===== src/rtl/capp_cmd_master.sv =====
// capp_cmd_master: issues single-letter CAPP commands ('a'..'k') on a byte
// stream, optionally follows them with a payload word, then either collects
// a response word from the CAPP or waits out a fixed idle gap.
//
// state     | meaning
// ----------+------------------------------------------------------------
// IDLE      | ready for a command; illegal opcodes are rejected here
// SEND_CMD  | presenting the opcode letter 0x61+op on tx
// SEND_WORD | presenting the payload word, least-significant byte first
// RECV      | collecting response bytes, most-significant first, with timeout
// GAP       | idle settling time after a command that has no response
module capp_cmd_master #(
  parameter int NUM_BYTES   = 4,
  parameter int TAG_BYTES   = 2,
  parameter int GAP_CYCLES  = 32,
  parameter int RSP_TIMEOUT = 65535
) (
  input  logic                   clk_48mhz,
  input  logic                   reset_n,
  input  logic                   cmd_valid,
  output logic                   cmd_ready,
  input  logic [3:0]             cmd_op,
  input  logic [8*NUM_BYTES-1:0] cmd_word,
  output logic [7:0]             tx_data,
  output logic                   tx_valid,
  input  logic                   tx_ready,
  input  logic [7:0]             rx_data,
  input  logic                   rx_valid,
  output logic                   rx_ready,
  output logic                   rsp_valid,
  output logic [8*NUM_BYTES-1:0] rsp_data,
  output logic                   done,
  output logic                   err_op,
  output logic                   err_timeout
);

  localparam int WW        = 8 * NUM_BYTES;
  localparam int MAX_BYTES = (NUM_BYTES > TAG_BYTES) ? NUM_BYTES : TAG_BYTES;
  localparam int BCW       = (MAX_BYTES > 1) ? $clog2(MAX_BYTES) : 1;
  // Gap and timeout counters hold "cycles remaining minus one".
  localparam int GCW       = (GAP_CYCLES > 1) ? $clog2(GAP_CYCLES) : 1;
  localparam int TCW       = (RSP_TIMEOUT > 1) ? $clog2(RSP_TIMEOUT) : 1;

  localparam logic [BCW-1:0] NUM_LAST = BCW'(NUM_BYTES - 1);
  localparam logic [BCW-1:0] TAG_LAST = BCW'(TAG_BYTES - 1);
  localparam logic [GCW-1:0] GAP_LOAD = GCW'((GAP_CYCLES > 0) ? GAP_CYCLES - 1 : 0);
  localparam logic [TCW-1:0] TMR_LOAD = TCW'((RSP_TIMEOUT > 0) ? RSP_TIMEOUT - 1 : 0);

  typedef enum logic [2:0] {
    S_IDLE      = 3'd0,
    S_SEND_CMD  = 3'd1,
    S_SEND_WORD = 3'd2,
    S_RECV      = 3'd3,
    S_GAP       = 3'd4
  } state_t;

  state_t          state, state_d;
  logic            run_q;
  logic [3:0]      op_q;
  logic [WW-1:0]   word_q;
  logic [BCW-1:0]  byte_cnt;
  logic [GCW-1:0]  gap_cnt;
  logic [TCW-1:0]  tmr;
  logic [WW-1:0]   rsp_sh;
  logic [WW-1:0]   sh_next;
  logic [WW-1:0]   rsp_data_q;
  logic            done_q, rsp_valid_q, err_op_q, err_to_q;

  logic            load_cmd, shift_word;
  logic            ld_cnt, dec_cnt;
  logic [BCW-1:0]  cnt_val;
  logic            ld_gap, dec_gap;
  logic            ld_tmr, dec_tmr;
  logic            clr_sh, shift_in, rsp_fire;
  logic            done_d, err_op_d, err_to_d;

  assign sh_next     = (rsp_sh << 8) | WW'(rx_data);
  assign rsp_data    = rsp_data_q;
  assign rsp_valid   = rsp_valid_q;
  assign done        = done_q;
  assign err_op      = err_op_q;
  assign err_timeout = err_to_q;

  // State register; reset drops any command in flight straight back to IDLE.
  always_ff @(posedge clk_48mhz or negedge reset_n) begin
    if (!reset_n) state <= S_IDLE;
    else          state <= state_d;
  end

  // Next-state decode plus the handshake outputs and datapath strobes.
  always_comb begin
    state_d    = state;
    cmd_ready  = 1'b0;
    tx_valid   = 1'b0;
    tx_data    = 8'h00;
    rx_ready   = 1'b0;
    load_cmd   = 1'b0;
    shift_word = 1'b0;
    ld_cnt     = 1'b0;
    dec_cnt    = 1'b0;
    cnt_val    = '0;
    ld_gap     = 1'b0;
    dec_gap    = 1'b0;
    ld_tmr     = 1'b0;
    dec_tmr    = 1'b0;
    clr_sh     = 1'b0;
    shift_in   = 1'b0;
    rsp_fire   = 1'b0;
    done_d     = 1'b0;
    err_op_d   = 1'b0;
    err_to_d   = 1'b0;
    case (state)
      S_IDLE: begin
        // run_q keeps cmd_ready low until the first edge after reset release.
        cmd_ready = run_q;
        if (cmd_valid && run_q) begin
          load_cmd = 1'b1;
          if (cmd_op > 4'd10) err_op_d = 1'b1;
          else                state_d  = S_SEND_CMD;
        end
      end
      S_SEND_CMD: begin
        tx_valid = 1'b1;
        tx_data  = 8'h61 + {4'h0, op_q};
        if (tx_ready) begin
          case (op_q)
            4'd0, 4'd2: begin
              state_d = S_SEND_WORD;
              ld_cnt  = 1'b1;
              cnt_val = NUM_LAST;
            end
            4'd1, 4'd3, 4'd9: begin
              state_d = S_RECV;
              ld_cnt  = 1'b1;
              cnt_val = NUM_LAST;
              ld_tmr  = 1'b1;
              clr_sh  = 1'b1;
            end
            4'd5: begin
              state_d = S_RECV;
              ld_cnt  = 1'b1;
              cnt_val = TAG_LAST;
              ld_tmr  = 1'b1;
              clr_sh  = 1'b1;
            end
            default: begin
              state_d = S_GAP;
              ld_gap  = 1'b1;
            end
          endcase
        end
      end
      S_SEND_WORD: begin
        tx_valid = 1'b1;
        tx_data  = word_q[7:0];
        if (tx_ready) begin
          shift_word = 1'b1;
          if (byte_cnt == '0) begin
            state_d = S_GAP;
            ld_gap  = 1'b1;
          end else begin
            dec_cnt = 1'b1;
          end
        end
      end
      S_RECV: begin
        rx_ready = 1'b1;
        if (rx_valid) begin
          shift_in = 1'b1;
          if (byte_cnt == '0) begin
            rsp_fire = 1'b1;
            done_d   = 1'b1;
            state_d  = S_IDLE;
          end else begin
            dec_cnt = 1'b1;
            ld_tmr  = 1'b1;
          end
        end else if (tmr == '0) begin
          err_to_d = 1'b1;
          clr_sh   = 1'b1;
          state_d  = S_IDLE;
        end else begin
          dec_tmr = 1'b1;
        end
      end
      S_GAP: begin
        if (gap_cnt == '0) begin
          done_d  = 1'b1;
          state_d = S_IDLE;
        end else begin
          dec_gap = 1'b1;
        end
      end
      default: state_d = S_IDLE;
    endcase
  end

  // Command latch, down-counters, response shifter and the one-cycle pulses.
  always_ff @(posedge clk_48mhz or negedge reset_n) begin
    if (!reset_n) begin
      run_q       <= 1'b0;
      op_q        <= '0;
      word_q      <= '0;
      byte_cnt    <= '0;
      gap_cnt     <= '0;
      tmr         <= '0;
      rsp_sh      <= '0;
      rsp_data_q  <= '0;
      done_q      <= 1'b0;
      rsp_valid_q <= 1'b0;
      err_op_q    <= 1'b0;
      err_to_q    <= 1'b0;
    end else begin
      run_q <= 1'b1;

      if (load_cmd) begin
        op_q   <= cmd_op;
        word_q <= cmd_word;
      end else if (shift_word) begin
        word_q <= word_q >> 8;
      end

      if (ld_cnt)       byte_cnt <= cnt_val;
      else if (dec_cnt) byte_cnt <= byte_cnt - 1'b1;

      if (ld_gap)       gap_cnt <= GAP_LOAD;
      else if (dec_gap) gap_cnt <= gap_cnt - 1'b1;

      if (ld_tmr)       tmr <= TMR_LOAD;
      else if (dec_tmr) tmr <= tmr - 1'b1;

      if (clr_sh)        rsp_sh <= '0;
      else if (shift_in) rsp_sh <= sh_next;

      if (rsp_fire) rsp_data_q <= sh_next;

      done_q      <= done_d;
      rsp_valid_q <= rsp_fire;
      err_op_q    <= err_op_d;
      err_to_q    <= err_to_d;
    end
  end

endmodule


===== config.mk =====
export PLATFORM = sky130hd
export DESIGN_NAME = capp_cmd_master
export DESIGN_NICKNAME = d
export VERILOG_FILES = /design/src/rtl/capp_cmd_master.sv
export SDC_FILE = /design/constraint.sdc
export NUM_CORES = 1
export LEC_CHECK = 0
export BUFFER_PORTS_ARGS = -buffer_cell sky130_fd_sc_hd__clkbuf_2
export CAP_MARGIN = 20
export CELL_PAD_IN_SITES_DETAIL_PLACEMENT = 1
export CELL_PAD_IN_SITES_GLOBAL_PLACEMENT = 1
export CORE_UTILIZATION = 44
export DETAILED_ROUTE_END_ITERATION = 8
export PLACE_DENSITY_LB_ADDON = 0.1
export SLEW_MARGIN = 20
export SYNTH_ARGS = -nofsm -noshare
export SYNTH_HDL_FRONTEND = slang
export SYNTH_SLANG_ARGS = --single-unit

===== constraint.sdc =====
create_clock -name clk_48mhz -period 2.6 [get_ports clk_48mhz]
set_input_delay 0.13 -clock clk_48mhz [delete_from_list [all_inputs] [get_ports clk_48mhz]]
set_output_delay 0.13 -clock clk_48mhz [all_outputs]
set_load 0.1 [all_outputs]

==> metrics.md <==
| Metric | Value |
|---|---|
| Clk slew on worst S/H paths | `0.05 ns` |
| Die W | `115 um` |
| Mapped Cells | `538` |
| Grt total ovfl | `0` |
| Achievable Freq | `0.415 GHz` |
| DP Area | `0.00628 sq mm` |
| DR iter-0 viols | `205` |
| Die Span Y | `115 um` |
| Worst slew pin tran | `0.584 ns` |
| Top cells by count, synth | `128 x nand2_1, 123 x dfrtp_1, 34 x mux2_2` |
| Antenna violations before repair | `0` |
| CP endpoint kind | `primary output` |
| WL final | `14.6 mm` |
| CP arrival | `2.28 ns` |
| Post-synth top area cell | `dfrtp_1` |
| Post-Syn Area | `0.00562 sq mm` |
| Skew-Pair Late Insertion Delay | `0.41 ns` |
| CP Launch Type | `register` |
| RSZ-0062 raised after global routing | `no` |
| Final worst setup slack | `0.188 ns` |
| Design Area, Final | `0.00738 sq mm` |
| Most frequent cell after synthesis | `nand2_1` |
| Mapped Nets | `596` |
| Inserted Clock Buffers | `17` |
| Fin nets | `737` |
| Post-synthesis sequential area ratio | `54.7%` |
| Min cycle time layout | `2.41 ns` |
| Status | `finished clean` |
| FFs w/ async S/R, synth | `100%` |
| DRT Pass-1 Iters | `4` |
| Area Growth Syn to Fin | `31.2%` |
| Via/cell ratio | `5.26` |
| Clk sinks | `123` |
| Die area | `0.0132 sq mm` |
| DRT antenna net count | `0` |
| # DRC | `0` |
| WL/cell | `16.9 um` |
| Synth Flop Type | `dfrtp_1` |
| Relative slew slack | `60.7%` |
| Core area | `0.0122 sq mm` |
| Share of cells above drive strength 1 | `27.3%` |
| Distinct cells, synth | `55` |
| Multi-input logic area | `0.00236 sq mm` |
| Max-Cap Viols | `0` |
| CP Max Fanout | `14` |
| H-tree Lvls | `4` |
| Finish-stage setup viols | `0` |
| Pwr dens | `1140 mW/mm^2` |
| Worst path required time | `2.47 ns` |
| IO Pins | `96` |
| Area fraction of the dominant cell type after synthesis | `54.7%` |
| Clk root buf | `clkbuf_16` |
| Clock skew | `0.00772 ns` |
| CTS tree | `built` |
| Worst hold path class | `in -> reg` |
| Max-slew violation count | `0` |
| Global-route wire length before repair | `24.6 mm` |
| Post-synth EDFFs | `0` |
| Avg Cell Area, Syn | `10.5 sq um` |
| Largest net degree at the start of global routing | `60` |
| Ranking of synthesized cells by area | `dfrtp_1 55%, nand2_1 8.5%, mux2_2 6.8%` |
| Clock buffer depth | `2` |
| Vias in the first global route | `4944` |
| Std cell rows | `40` |
| YS warnings | `0` |
| Total number of vias | `4520` |
| Fill cells | `1340` |
| Starting Density | `46.1%` |
| Hold Violations, Final | `0` |
| Port Buf Inserts | `95` |
| Max IR drop VDD | `1610 uV` |
| Routability cong. | `0.811` |
| Hold WS | `0.146 ns` |
| Final TNS setup | `0 ns` |
| Period utilization | `92.8%` |
| Total track usage | `24.3%` |
| Diode count | `0` |
| Setup CP Type | `reg -> out` |
| Static Leak | `3.62 nW` |
| #FFs+latches synth | `123` |
| Post-DP HPWL | `9.28 mm` |
| Pre-CTS setup slack | `0.432 ns` |
| Storage element area | `0.00308 sq mm` |
-- where the power goes --
group          switching (W)  internal (W)  total, W
registers           0.000518       0.00245   0.00297
clock network       0.000841       0.00172   0.00257
logic                0.00201      0.000869   0.00288
-- layout make-up --
class | count | area share [%]
Tap cell | 168 | 2.85
Clock buffer | 21 | 6.10
Sequential cell | 123 | 41.7
Inverter | 10 | 0.509
Multi-Input combinational cell | 376 | 32.0
Timing Repair Buffer | 151 | 14.2
Clock inverter | 11 | 2.61
-- path summary, 6_finish.rpt --
check	slack, ns	from	depth (start not counted)	endpoint
setup / recovery	0.19	state[0]	4	tx_data[4]
hold / removal	0.15	tx_ready	3	gap_cnt[4]
setup reg to reg	0.35	state[2]	6	op_q[1]
hold reg to reg	0.49	word_q[9]	2	word_q[9]
max in group asynchronous	1.59	reset_n	3	rsp_valid
min in group asynchronous	0.26	reset_n	2	tmr[8]
-- cell families (layout without fill, tap and decap cells) --
logic type,count (synthesis),count (layout),synth area share [%]
and+or+nand+nor,208,208,17.6
DFF,123,123,54.7
AOI/OAI and AO/OA,89,89,9.52
muxes,52,52,10.0
buffers and inverters,39,193,3.45
xor gates and xnor gates,17,17,2.65
adders and majority gates,9,9,2.00
other,1,1,0.0667
-- critical path, stage by stage, from the launching register on --
cell and delay [ns]:
dfrtp_1 0.61, nor2b_2 0.42, nand4_1 0.17, a21oi_1 0.19, clkbuf_2 0.48
-- per-stage QoR --
step / utilization (%) / power [W] / std cells
after CTS: 60.4 / 0.00845 / 860
after detailed placement: 51.4 / 0.00578 / 783
after floorplan: - / 0.00513 / 538
after global routing: 60.4 / 0.00887 / 860
final: 60.4 / 0.00841 / 860
after global placement: 51.4 / 0.00565 / 783
-- flip-flops by register name, indices dropped and copies added (netlist names) --
signal / count
byte_cnt: 2
done: 1
err_op: 1
err_timeout: 1
gap_cnt: 5
op_q: 4
rsp_data: 32
rsp_sh: 24
rsp_valid: 1
run_q: 1
state: 3
tmr: 16
word_q: 32
-- timing repair --
| item | in CTS | in global routing |
|---|---|---|
| endpoints found under the hold margin | 90 | 0 |
| hold buffers | 45 | 0 |
| endpoints found under the setup margin | 0 | 7 |
| buffers inserted | 0 | 0 |
| resized for setup | 0 | 2 |
-- metal layers --
layer / vias up / routed length (um) / GRT usage, % / share of wire [%]
met5: - / 0 / 0 / 0
li1: 2120 / - / - / -
met1: 2286 / 6320 / 29.4 / 43
met3: 21 / 355 / 4.16 / 2.4
met2: 93 / 7640 / 43.1 / 52
met4: 0 / 242 / 9.87 / 1.7
-- placed cells by master, fill, tap and decap left out, types with 2 or more instances in the layout --
| cell | synthesis | layout |
|---|---|---|
| buf_12 | 0 | 3 |
| inv_1 | 10 | 10 |
| clkbuf_16 | 0 | 17 |
| clkinv_2 | 0 | 2 |
| and3_1 | 4 | 3 |
| nor4b_1 | 2 | 2 |
| clkinv_4 | 0 | 2 |
| xnor2_1 | 11 | 11 |
| a22oi_1 | 12 | 12 |
| clkbuf_1 | 9 | 3 |
| clkinvlp_4 | 0 | 2 |
| a21o_1 | 2 | 2 |
| bufinv_16 | 0 | 5 |
| a211oi_1 | 3 | 3 |
| mux2i_1 | 18 | 18 |
| nor4_1 | 5 | 5 |
| clkbuf_2 | 0 | 94 |
| a21oi_1 | 29 | 29 |
| dfrtp_1 | 123 | 123 |
| nor2b_2 | 0 | 2 |
| nor3b_1 | 3 | 2 |
| buf_4 | 0 | 9 |
| nand4_1 | 4 | 4 |
| nor2_1 | 23 | 23 |
| nor3_1 | 8 | 8 |
| xor2_1 | 6 | 6 |
| nand3_1 | 7 | 7 |
| nand2_1 | 128 | 128 |
| mux2_2 | 34 | 34 |
| o211ai_1 | 2 | 2 |
| ha_1 | 9 | 9 |
| and4bb_2 | 2 | 2 |
| and2_1 | 3 | 3 |
| o21ai_0 | 32 | 32 |
| dlygate4sd3_1 | 0 | 45 |
Power figures use the tool's default switching activity.
